--- src/rtl/button_debouncer.sv ---
// Push-button front end: 2-FF synchronizer, 4-state debounce FSM, and registered
// press/release/long-press strobes with a debounced level and a wrapping press counter.
module button_debouncer #(
  parameter int DEBOUNCE_W   = 20,
  parameter int DEBOUNCE_MAX = 500000,
  parameter int LONG_W       = 26,
  parameter int LONG_MAX     = 50000000,
  parameter int ACTIVE_LOW   = 1
) (
  input  logic       sys_clk,
  input  logic       sys_rst,
  input  logic       btn_in,
  output logic       btn_level,
  output logic       press_pulse,
  output logic       release_pulse,
  output logic       long_pulse,
  output logic       was_long,
  output logic [7:0] press_count
);

  typedef enum logic [1:0] {
    RELEASED,
    PRESS_CHECK,
    PRESSED,
    RELEASE_CHECK
  } state_t;

  localparam logic                  PIN_IDLE  = (ACTIVE_LOW != 0);
  localparam logic [DEBOUNCE_W-1:0] DB_LAST   = DEBOUNCE_W'(DEBOUNCE_MAX - 1);
  localparam logic [LONG_W-1:0]     HOLD_LAST = LONG_W'(LONG_MAX - 1);
  localparam logic [LONG_W-1:0]     HOLD_MAX  = LONG_W'(LONG_MAX);

  logic                  s1, s2, pressed;
  state_t                state, state_d;
  logic [DEBOUNCE_W-1:0] db_cnt, db_cnt_d;
  logic [LONG_W-1:0]     hold_cnt, hold_cnt_d;
  logic                  level_d, press_d, release_d, long_d, was_long_d;
  logic [7:0]            count_d;

  // Synchronizer resets to the idle pin level so reset never looks like a press.
  always_ff @(posedge sys_clk or posedge sys_rst) begin
    if (sys_rst) begin
      s1 <= PIN_IDLE;
      s2 <= PIN_IDLE;
    end else begin
      // NOTE: non-blocking assignments make s2 take s1's pre-edge value, giving a true two-stage chain.
      s1 <= btn_in;
      s2 <= s1;
    end
  end

  assign pressed = (ACTIVE_LOW != 0) ? ~s2 : s2;

  always_comb begin
    // NOTE: every signal gets a default before the case, so no path can infer a latch.
    state_d    = state;
    db_cnt_d   = db_cnt;
    hold_cnt_d = hold_cnt;
    level_d    = btn_level;
    press_d    = 1'b0;
    release_d  = 1'b0;
    long_d     = 1'b0;
    was_long_d = 1'b0;
    count_d    = press_count;

    // Hold time accrues through release bounce; saturation makes the long strobe single-shot.
    if ((state == PRESSED || state == RELEASE_CHECK) && hold_cnt != HOLD_MAX) begin
      hold_cnt_d = hold_cnt + LONG_W'(1);
      long_d     = (hold_cnt == HOLD_LAST);
    end

    case (state)
      RELEASED: begin
        if (pressed) begin
          state_d  = PRESS_CHECK;
          db_cnt_d = '0;
        end
      end
      PRESS_CHECK: begin
        if (!pressed) begin
          state_d = RELEASED;
        end else if (db_cnt == DB_LAST) begin
          state_d    = PRESSED;
          level_d    = 1'b1;
          press_d    = 1'b1;
          count_d    = press_count + 8'd1;
          hold_cnt_d = '0;
        end else begin
          db_cnt_d = db_cnt + DEBOUNCE_W'(1);
        end
      end
      PRESSED: begin
        if (!pressed) begin
          state_d  = RELEASE_CHECK;
          db_cnt_d = '0;
        end
      end
      RELEASE_CHECK: begin
        if (pressed) begin
          state_d = PRESSED;
        end else if (db_cnt == DB_LAST) begin
          // Release wins over a coincident long threshold.
          state_d    = RELEASED;
          level_d    = 1'b0;
          release_d  = 1'b1;
          long_d     = 1'b0;
          was_long_d = (hold_cnt == HOLD_MAX);
        end else begin
          db_cnt_d = db_cnt + DEBOUNCE_W'(1);
        end
      end
      default: state_d = RELEASED;
    endcase
  end

  always_ff @(posedge sys_clk or posedge sys_rst) begin
    if (sys_rst) begin
      state         <= RELEASED;
      db_cnt        <= '0;
      hold_cnt      <= '0;
      btn_level     <= 1'b0;
      press_pulse   <= 1'b0;
      release_pulse <= 1'b0;
      long_pulse    <= 1'b0;
      was_long      <= 1'b0;
      press_count   <= 8'd0;
    end else begin
      state         <= state_d;
      db_cnt        <= db_cnt_d;
      hold_cnt      <= hold_cnt_d;
      btn_level     <= level_d;
      press_pulse   <= press_d;
      release_pulse <= release_d;
      long_pulse    <= long_d;
      was_long      <= was_long_d;
      press_count   <= count_d;
    end
  end

endmodule

--- config.mk ---
export PLATFORM = sky130hd
export DESIGN_NAME = button_debouncer
export DESIGN_NICKNAME = d
export VERILOG_FILES = /design/src/rtl/button_debouncer.sv
export SDC_FILE = /design/constraint.sdc
export NUM_CORES = 1
export LEC_CHECK = 0
export CORE_AREA = 2 2 99 101
export CTS_CLUSTER_DIAMETER = 30
export DETAILED_ROUTE_END_ITERATION = 8
export DIE_AREA = 0 0 101 103
export PLACE_DENSITY = 0.61
export REMOVE_ABC_BUFFERS = 1
export SLEW_MARGIN = 10
export SYNTH_ARGS = -nofsm -noshare
export SYNTH_HDL_FRONTEND = slang
export SYNTH_SLANG_ARGS = --single-unit
--- constraint.sdc ---
create_clock -name sys_clk -period 3 [get_ports sys_clk]
set_clock_uncertainty 0.05 [all_clocks]
set_input_delay 0.9 -clock sys_clk [delete_from_list [all_inputs] [get_ports sys_clk]]
set_output_delay 0.9 -clock sys_clk [all_outputs]
set_load 0.005 [all_outputs]
### Word-level counts from Yosys, hierarchy flattened

Index checks and enable logic that the tools add are counted.

| operators by class | value |
|---|---|
| equal/unequal tests | 15 |
| reductions and logical operators | 8 |
| add/sub/neg operators | 3 |
| bitwise operators | 1 |
| mux-type cells | 34 |

Operators by type and width:

| operator | count |
|---|---|
| $mux 26 | 4 |
| $mux 20 | 5 |
| $pmux 20 s4 | 1 |
| $eq 26x26->1 const B | 2 |
| $add 26x1->26 const B | 1 |
| $ne 26x26->1 const B | 1 |
| $add 20x1->20 const B | 1 |
| $eq 20x19->1 const B | 1 |
| $mux 1 | 16 |
| $mux 2 | 6 |
| $ne 2x2->1 const B | 5 |
| $add 8x1->8 const B | 1 |
| $pmux 2 s4 | 1 |
| $reduce_and 4->1 | 2 |
| $reduce_and 5->1 | 1 |
| $eq 2x2->1 const B | 2 |
| $ne 3x2->1 const B | 1 |
| $ne 3x3->1 const B | 1 |
| $reduce_and 3->1 | 1 |
| $eq 2x1->1 const B | 1 |
| $logic_not 2->1 | 1 |
| $ne 2x1->1 const B | 1 |
| $pmux 1 s2 | 1 |
| $reduce_bool 2->1 | 1 |
| 3 further kinds | 3 |

| storage, ports and cells | value |
|---|---|
| register bits after elaboration | 63 |
| input bits | 3 |
| output and inout port bits | 13 |

### Longest topological paths before layout

Gate-level depths: netlist of run 1.

| logic depth | value |
|---|---|
| word-level depth | 7 |
| gate-level depth with buffers | 7 |
| depth with buffers taken out | 6 |

### Least setup slack after synthesis of run 1

OpenSTA, ideal clock, no wires.

| timing path | value |
|---|---|
| path type | register to register |
| start | reg db_cnt[0] |
| end | reg press_count[2] |
| arrival | 1.723 ns |
| cell stages (with the launch flop) | 8 |
| slack | 1.102 ns |
| buffers on the path | 1 |
| clock period less this slack | 1.898 ns |
| library setup time | 0.126 ns |
| path through | dfrtp_1 -> ha_1 -> and4_1 -> nand4_4 -> nor4_4 -> buf_6 -> nand2_2 -> xnor2_2 |

| between the ends | value |
|---|---|
| longest elaborated chain between the ends | 2 |

Ends and longest elaborated chain:

| element | line | RTL |
|---|---|---|
| from (decl) | 35 | `logic [DEBOUNCE_W-1:0] db_cnt, db_cnt_d;` |
| from (signal assigned) | 129 | `db_cnt <= db_cnt_d;` |
| $eq 20x19->1 | 82 | `end else if (db_cnt == DB_LAST) begin` |
| $reduce_and 3->1 (no source line) | n/a |  |
| to (signal assigned) | 136 | `press_count <= count_d;` |
| to (decl) | 18 | `output logic [7:0] press_count` |

No other way between the ends.
A chain may end at the register's enable or synchronous reset.

### Worst setup path in the final report of run 1

| timing path | value |
|---|---|
| start | reg press_count[2] |
| end | out press_count[2] |

No word-level cell between the ends.

==> results of run 1 <==
-- power groups by stage --
stage | registers [mW] | clock network [mW] | logic (mW)
global route | 0.867 | 0.822 | 0.0535
CTS | 0.865 | 0.790 | 0.0472
global placement | 0.881 | 0 | 0.0463
detailed placement | 0.881 | 0 | 0.0469
finish | 0.865 | 0.766 | 0.0452
floorplan | 0.879 | 0 | 0.0295
-- metrics by stage --
| step | setup slack, ps | power (mW) | utilization (%) | std cells |
|---|---|---|---|---|
| 2_1_floorplan | 484 | 0.909 | - | 323 |
| 3_3_place_gp | 912 | 0.927 | 37.1 | 456 |
| 3_5_place_dp | 837 | 0.928 | 37.1 | 456 |
| 4_1_cts | 677 | 1.70 | 39.2 | 472 |
| 5_1_grt | 621 | 1.74 | 39.2 | 472 |
| 6_report | 701 | 1.68 | 39.2 | 472 |
-- worst min-delay path by stage --
| stage | slack [ps] | to | cells past startpoint |
|---|---|---|---|
| global placement | 300 | s2$_DFF_PP1_ | 0 |
| finish | 310 | s2$_DFF_PP1_ | 0 |
| detailed placement | 300 | s2$_DFF_PP1_ | 0 |
| floorplan | 300 | s2$_DFF_PP1_ | 0 |
| CTS | 320 | s2$_DFF_PP1_ | 0 |
| global route | 320 | s2$_DFF_PP1_ | 0 |
-- routing by layer --
| metal | vias to the layer above | global-route usage (%) | part of all wire [%] | routed length, um |
|---|---|---|---|---|
| met1 | 1174 | 18.7 | 50 | 3240 |
| met4 | 0 | 5.82 | 1.6 | 103 |
| li1 | 1196 | - | - | - |
| met2 | 25 | 21.2 | 46 | 2980 |
| met3 | 10 | 3.53 | 2.8 | 181 |
| met5 | - | 0 | 0 | 0 |
-- layout by cell type, fill, tap and decap left out, types with 4 or more instances in the layout --
master,synthesis,routed
nand2_1,37,37
inv_1,8,7
clkbuf_8,0,9
and2_1,4,4
nor3_1,7,7
nand4_1,11,11
xor2_1,25,25
ha_1,4,4
dfrtp_1,61,61
nand3_1,28,28
mux2i_1,6,6
clkdlybuf4s50_1,0,15
nor2_1,47,47
xnor2_1,14,14
o21ai_0,20,20
and3_1,12,12
-- kinds of logic after synthesis --
kind of cell             after synthesis  share of synthesized area (%)
AO/OA/AOI/OAI                         29                           5.02
XOR/XNOR                              40                           11.1
AND/OR/NAND/NOR                      172                           28.8
adder cells (fa/ha/maj)                4                           1.56
multiplexers                           7                           2.22
buffers and inverters                 16                           2.22
flip-flops                            63                           49.1
-- registers in the layout, indices dropped and copies added, names as in the netlist, named ones only --
register	count
press_pulse	1
long_pulse	1
s2	1
was_long	1
release_pulse	1
s1	1
btn_level	1
state	1
db_cnt	20
hold_cnt	26
press_count	8
-- worst reg2reg max path, delay by kind of cell, from the launching register on --
kind | cells | cell delay, ps
AND/OR/NAND/NOR | 4 | 1060
buffers and inverters | 1 | 320
adder cells (fa/ha/maj) | 1 | 220
flip-flops | 1 | 380
-- cell type report --
type	count	area, um2
fill	963	5750
sequential	63	1580
multi-input combinational	252	1570
timing repair buffer	19	193
tap	114	143
clock buffer	9	124
clock inverter	7	77.6
inverter	8	30.0
==> metrics.md, run 1 <==
| Metric | Value |
|---|---|
| Yosys reg bits | 63 |
| Clock power share | 45.7% |
| Final count of pins violating max slew | 0 |
| Max Root-Sink Buffers | 2 |
| Ys Warns | 0 |
| DR iter-0 viols | 105 |
| Switch Pwr | 0.414 mW |
| Cell taking the most area after synthesis | dfrtp_1 |
| Final Cell Area | 3710 um2 |
| H-tree depth | 3 |
| Num ports | 16 |
| Synthesized area | 3220 um2 |
| Worst skew pair latency | 350 ps |
| 1st-pass router iterations | 4 |
| Sequential area share after synthesis | 49.1% |
| Critical Path, Cell by Cell | clkdlybuf4s50_1 |
| Hold Path Class | reg -> reg |
| Top delay family on crit path | buffers and inverters |
| Critical path depth | 1 |
| Reg2reg path depth | 6 |
| Number of gates resized after cts | 0 |
| Net Sw Frac | 24.7% |
| Starting Density | 34.0% |
| Worst-path clk slew | 80 ps |
| Worst-Margin Slew | 752 ps |
| Ratio of final minimum period to clock period | 76.6% |
| Fraction of registers with async set/reset | 100% |
| Avg Inst Size Synth | 9.71 um2 |
| Pleak | 1.65 nW |
| Routed Wire Length | 6500 um |
| Share of the synthesized area in the top cell type | 47.5% |
| Critical setup path kind | reg -> out |
| Routed WL per cell | 13.8 um |
| Period minus WS final | 2300 ps |
| Area contributors post-synth | dfrtp_1 (47%), xor2_1 (6.8%), nor2_1 (5.5%) |
| WP data required | 2050 ps |
| Worst slew margin | 49.7% |
| Final setup violation count | 0 |
| Most frequent cells after synthesis | dfrtp_1 (61), nor2_1 (47), nand2_1 (37), nand3_1 (28), xor2_1 (25) |
| Max-Cap Viols | 0 |
| Setup crit start | press_count[2]$_DFFE_PP0P_ |
| Via density | 5.10 |
| Worst Setup EP | press_count[2] |
| # rows | 36 |
| DPL Wire Length | 4340 um |
| Critical path's slowest cell | clkdlybuf4s50_1 |
| Worst setup EP type | primary output |
| Number of global-route vias before repair | 2,382 |
| Final setup TNS | 0 ps |
| Arr. time, crit path | 1350 ps |
| Maximum VDD drop | 231 uV |
| Gr ovfl total | 0 |
| Setup bufs post-CTS | 0 |
| Num CTS Buffers | 9 |
| Die Area | 10,400 um2 |
| Source of the worst register-to-register timing path | db_cnt[0]$_DFFE_PP0P_ |
| Status | complete, no violations |
| Fmax | 435 MHz |
| Gpl congestion | 0.765 |
| Worst Path Buf+Inv | 1 |
| Worst r2r dst | hold_cnt[13]$_DFF_PP0_ |
| CTS tree | done |
| Pin count of the biggest net entering global routing | 64 |
| Fraction of layout cells with a size suffix above 1 | 9.22% |
| Post-synth EDFFs | 0 |
| Initial antenna violation count | 0 |
| Worst path max stage delay | 540 ps |
| HP Start | s1$_DFF_PP1_ |
| Combinational share of power | 2.7% |
| Final hold vios | 0 |
| Reg power frac | 51.6% |
| Synth cell types | 44 |
| Die width | 101 um |
| Core area | 9460 um2 |
| DRT antenna net count | 0 |
| GRT Util Overall | 13.8% |
| Internal power | 1.26 mW |
| CTS root buf | clkbuf_8 |
| Die Ht | 103 um |
| Antenna diodes | 0 |
| RSZ-0062 raised after global routing | false |
| Post-CTS Hold Buffers | 0 |
| WHS | 314 ps |
| Clock sinks | 63 |
| Power Density | 452 nW/um2 |
| First-pass GRT wire length | 11,300 um |
| Crit-path max FO | 5 |
| IO buf count | 15 |
| Post-synth top flop | dfrtp_1 |
| Area Overhead vs Synth | 15.4% |
| Fin nets | 360 |
| Cells after Synth | 331 |
| # DRC | 0 |
| Worst setup SP type | register |
| R2r setup slk | 850 ps |
| Post-DP Area | 3510 um2 |
| Vias | 2,405 |
| Most frequent cell after synthesis | dfrtp_1 |
(Power assumes the default switching activity.)
==> run 2: changes to the inputs <==
Clock period 3 ns to 2.4 ns, I/O delays scaled along.
==> run 2 against run 1 <==
First-iteration DRC count increased by 33%. Critical path type unchanged. Critical endpoint unchanged. Largest cell class unchanged. Global-route usage increased by 0.12 points. Non-clock buffer count increased by 5. Die area unchanged. Sequential share of layout area decreased by 0.64 points.
==> metrics.md, run 2 (synthesized netlist as in run 1, its figures left out) <==
| Metric | Value |
|---|---|
| Status | complete, no violations |
| H-tree depth | 3 |
| 1st-pass router iterations | 4 |
| M1 GR Usage | 18.5% |
| Most frequent cells in the layout | dfrtp_1 (61), nor2_1 (47), nand2_1 (37) |
| GRT Util Overall | 14.0% |
| RSZ-0062 raised after global routing | false |
| Crit-path max FO | 5 |
| Largest registers | hold_cnt (26), db_cnt (20), press_count (8) |
| Final setup TNS | 0 ps |
| # DRC | 0 |
| Top delay family on crit path | buffers and inverters |
| CTS root buf | clkbuf_8 |
| Routed WL per cell | 13.6 um |
| Num ports | 16 |
| Final count of pins violating max slew | 0 |
| DR iter-0 viols | 140 |
| Number of gates resized after cts | 0 |
| Antenna diodes | 0 |
| Critical path's slowest cell | clkdlybuf4s50_1 |
| Period minus WS final | 2120 ps |
| Max Root-Sink Buffers | 2 |
| Combinational share of power | 2.7% |
| Critical setup path kind | reg -> out |
| Pleak | 1.68 nW |
| Hold Path Class | reg -> reg |
| M3 GR Usage | 4.20% |
| Gr busiest metal | met2 |
| Worst-Margin Slew | 736 ps |
| Max-Cap Viols | 0 |
| DRT antenna net count | 0 |
| Worst path max stage delay | 540 ps |
| Clock sinks | 63 |
| Pin count of the biggest net entering global routing | 43 |
| Worst setup SP type | register |
| Worst setup EP type | primary output |
| IO buf count | 15 |
| Die width | 101 um |
| Maximum VDD drop | 278 uV |
| Worst slew margin | 50.8% |
| Vias | 2,378 |
| Starting Density | 34.0% |
| Num CTS Buffers | 9 |
| Critical Path, Cell by Cell | clkdlybuf4s50_1 |
| Routed Wire Length | 6480 um |
| DPL Wire Length | 4530 um |
| WP data required | 1630 ps |
| Net Sw Frac | 23.3% |
| Fin nets | 365 |
| Largest reg by FF count | hold_cnt |
| Arr. time, crit path | 1350 ps |
| First-pass GRT wire length | 11,300 um |
| Number of flip-flops in the largest register | 26 |
| Final Cell Area | 3770 um2 |
| Worst Path Buf+Inv | 1 |
| Reg power frac | 49.5% |
| Final setup violation count | 0 |
| Area Overhead vs Synth | 17.2% |
| Worst-path clk slew | 70 ps |
| Ratio of final minimum period to clock period | 88.4% |
| Core area | 9460 um2 |
| Setup bufs post-CTS | 0 |
| Initial antenna violation count | 0 |
| Post-CTS Hold Buffers | 0 |
| Fmax | 471 MHz |
| Clock power share | 47.8% |
| Worst skew pair latency | 360 ps |
| Global routing usage on met2 | 21.9% |
| Internal power | 1.68 mW |
| CTS tree | done |
| Post-DP Area | 3550 um2 |
| Die Ht | 103 um |
| R2r setup slk | 300 ps |
| Fraction of layout cells with a size suffix above 1 | 10.5% |
| Gpl congestion | 0.753 |
| Final hold vios | 0 |
| Power Density | 580 nW/um2 |
| Number of global-route vias before repair | 2,321 |
| Gr ovfl total | 0 |
| Most common cell after layout, fill and taps aside | dfrtp_1 |
| # rows | 36 |
| Die Area | 10,400 um2 |
| Switch Pwr | 0.510 mW |
| Via density | 4.99 |
run 2: path summary, 6_finish.rpt:
| kind | to | startpoint | depth (start not counted) |
|---|---|---|---|
| setup / recovery | press_count[2] | press_count[2]$_DFFE_PP0P_ | 1 |
| hold / removal | s2$_DFF_PP1_ | s1$_DFF_PP1_ | 0 |
| setup reg to reg | hold_cnt[2]$_DFF_PP0_ | db_cnt[0]$_DFFE_PP0P_ | 6 |
| hold reg to reg | s2$_DFF_PP1_ | s1$_DFF_PP1_ | 0 |
| max in group asynchronous | db_cnt[9]$_DFFE_PP0P_ | sys_rst | 3 |
| min in group asynchronous | hold_cnt[23]$_DFF_PP0_ | sys_rst | 3 |
run 2: layout make-up:
| type | count | area [um2] |
|---|---|---|
| fillers | 944 | 5690 |
| inverters | 8 | 30.0 |
| well taps | 114 | 143 |
| multi-input cells | 252 | 1570 |
| repair buffers | 24 | 230 |
| clock inverters | 7 | 96.3 |
| flip-flops and latches | 63 | 1580 |
| clock buffers | 9 | 124 |
run 2: metal layers:
metal  wire length [um]  vias to the layer above
met5                  0                        -
met4                130                        0
met3                188                       10
met2               3040                       25
met1               3130                     1145
li1                   -                     1198
run 2: per-stage QoR:
step	util (%)	instances	hold WS (ps)	setup WS, ps	power, mW
detailed placement	37.5	461	297	302	1.16
CTS	39.8	477	307	266	2.21
finish	39.8	477	307	279	2.19
global route	39.8	477	317	126	2.28
floorplan	-	323	295	63.6	1.14
global placement	37.5	461	297	340	1.16
run 2: power groups by stage:
stage,clock (mW),combinational (mW),sequential (mW)
after floorplan,0,0.0369,1.10
after global placement,0,0.0615,1.10
after detailed placement,0,0.0629,1.10
after CTS,1.07,0.0623,1.08
after global routing,1.13,0.0706,1.08
final,1.04,0.0597,1.08
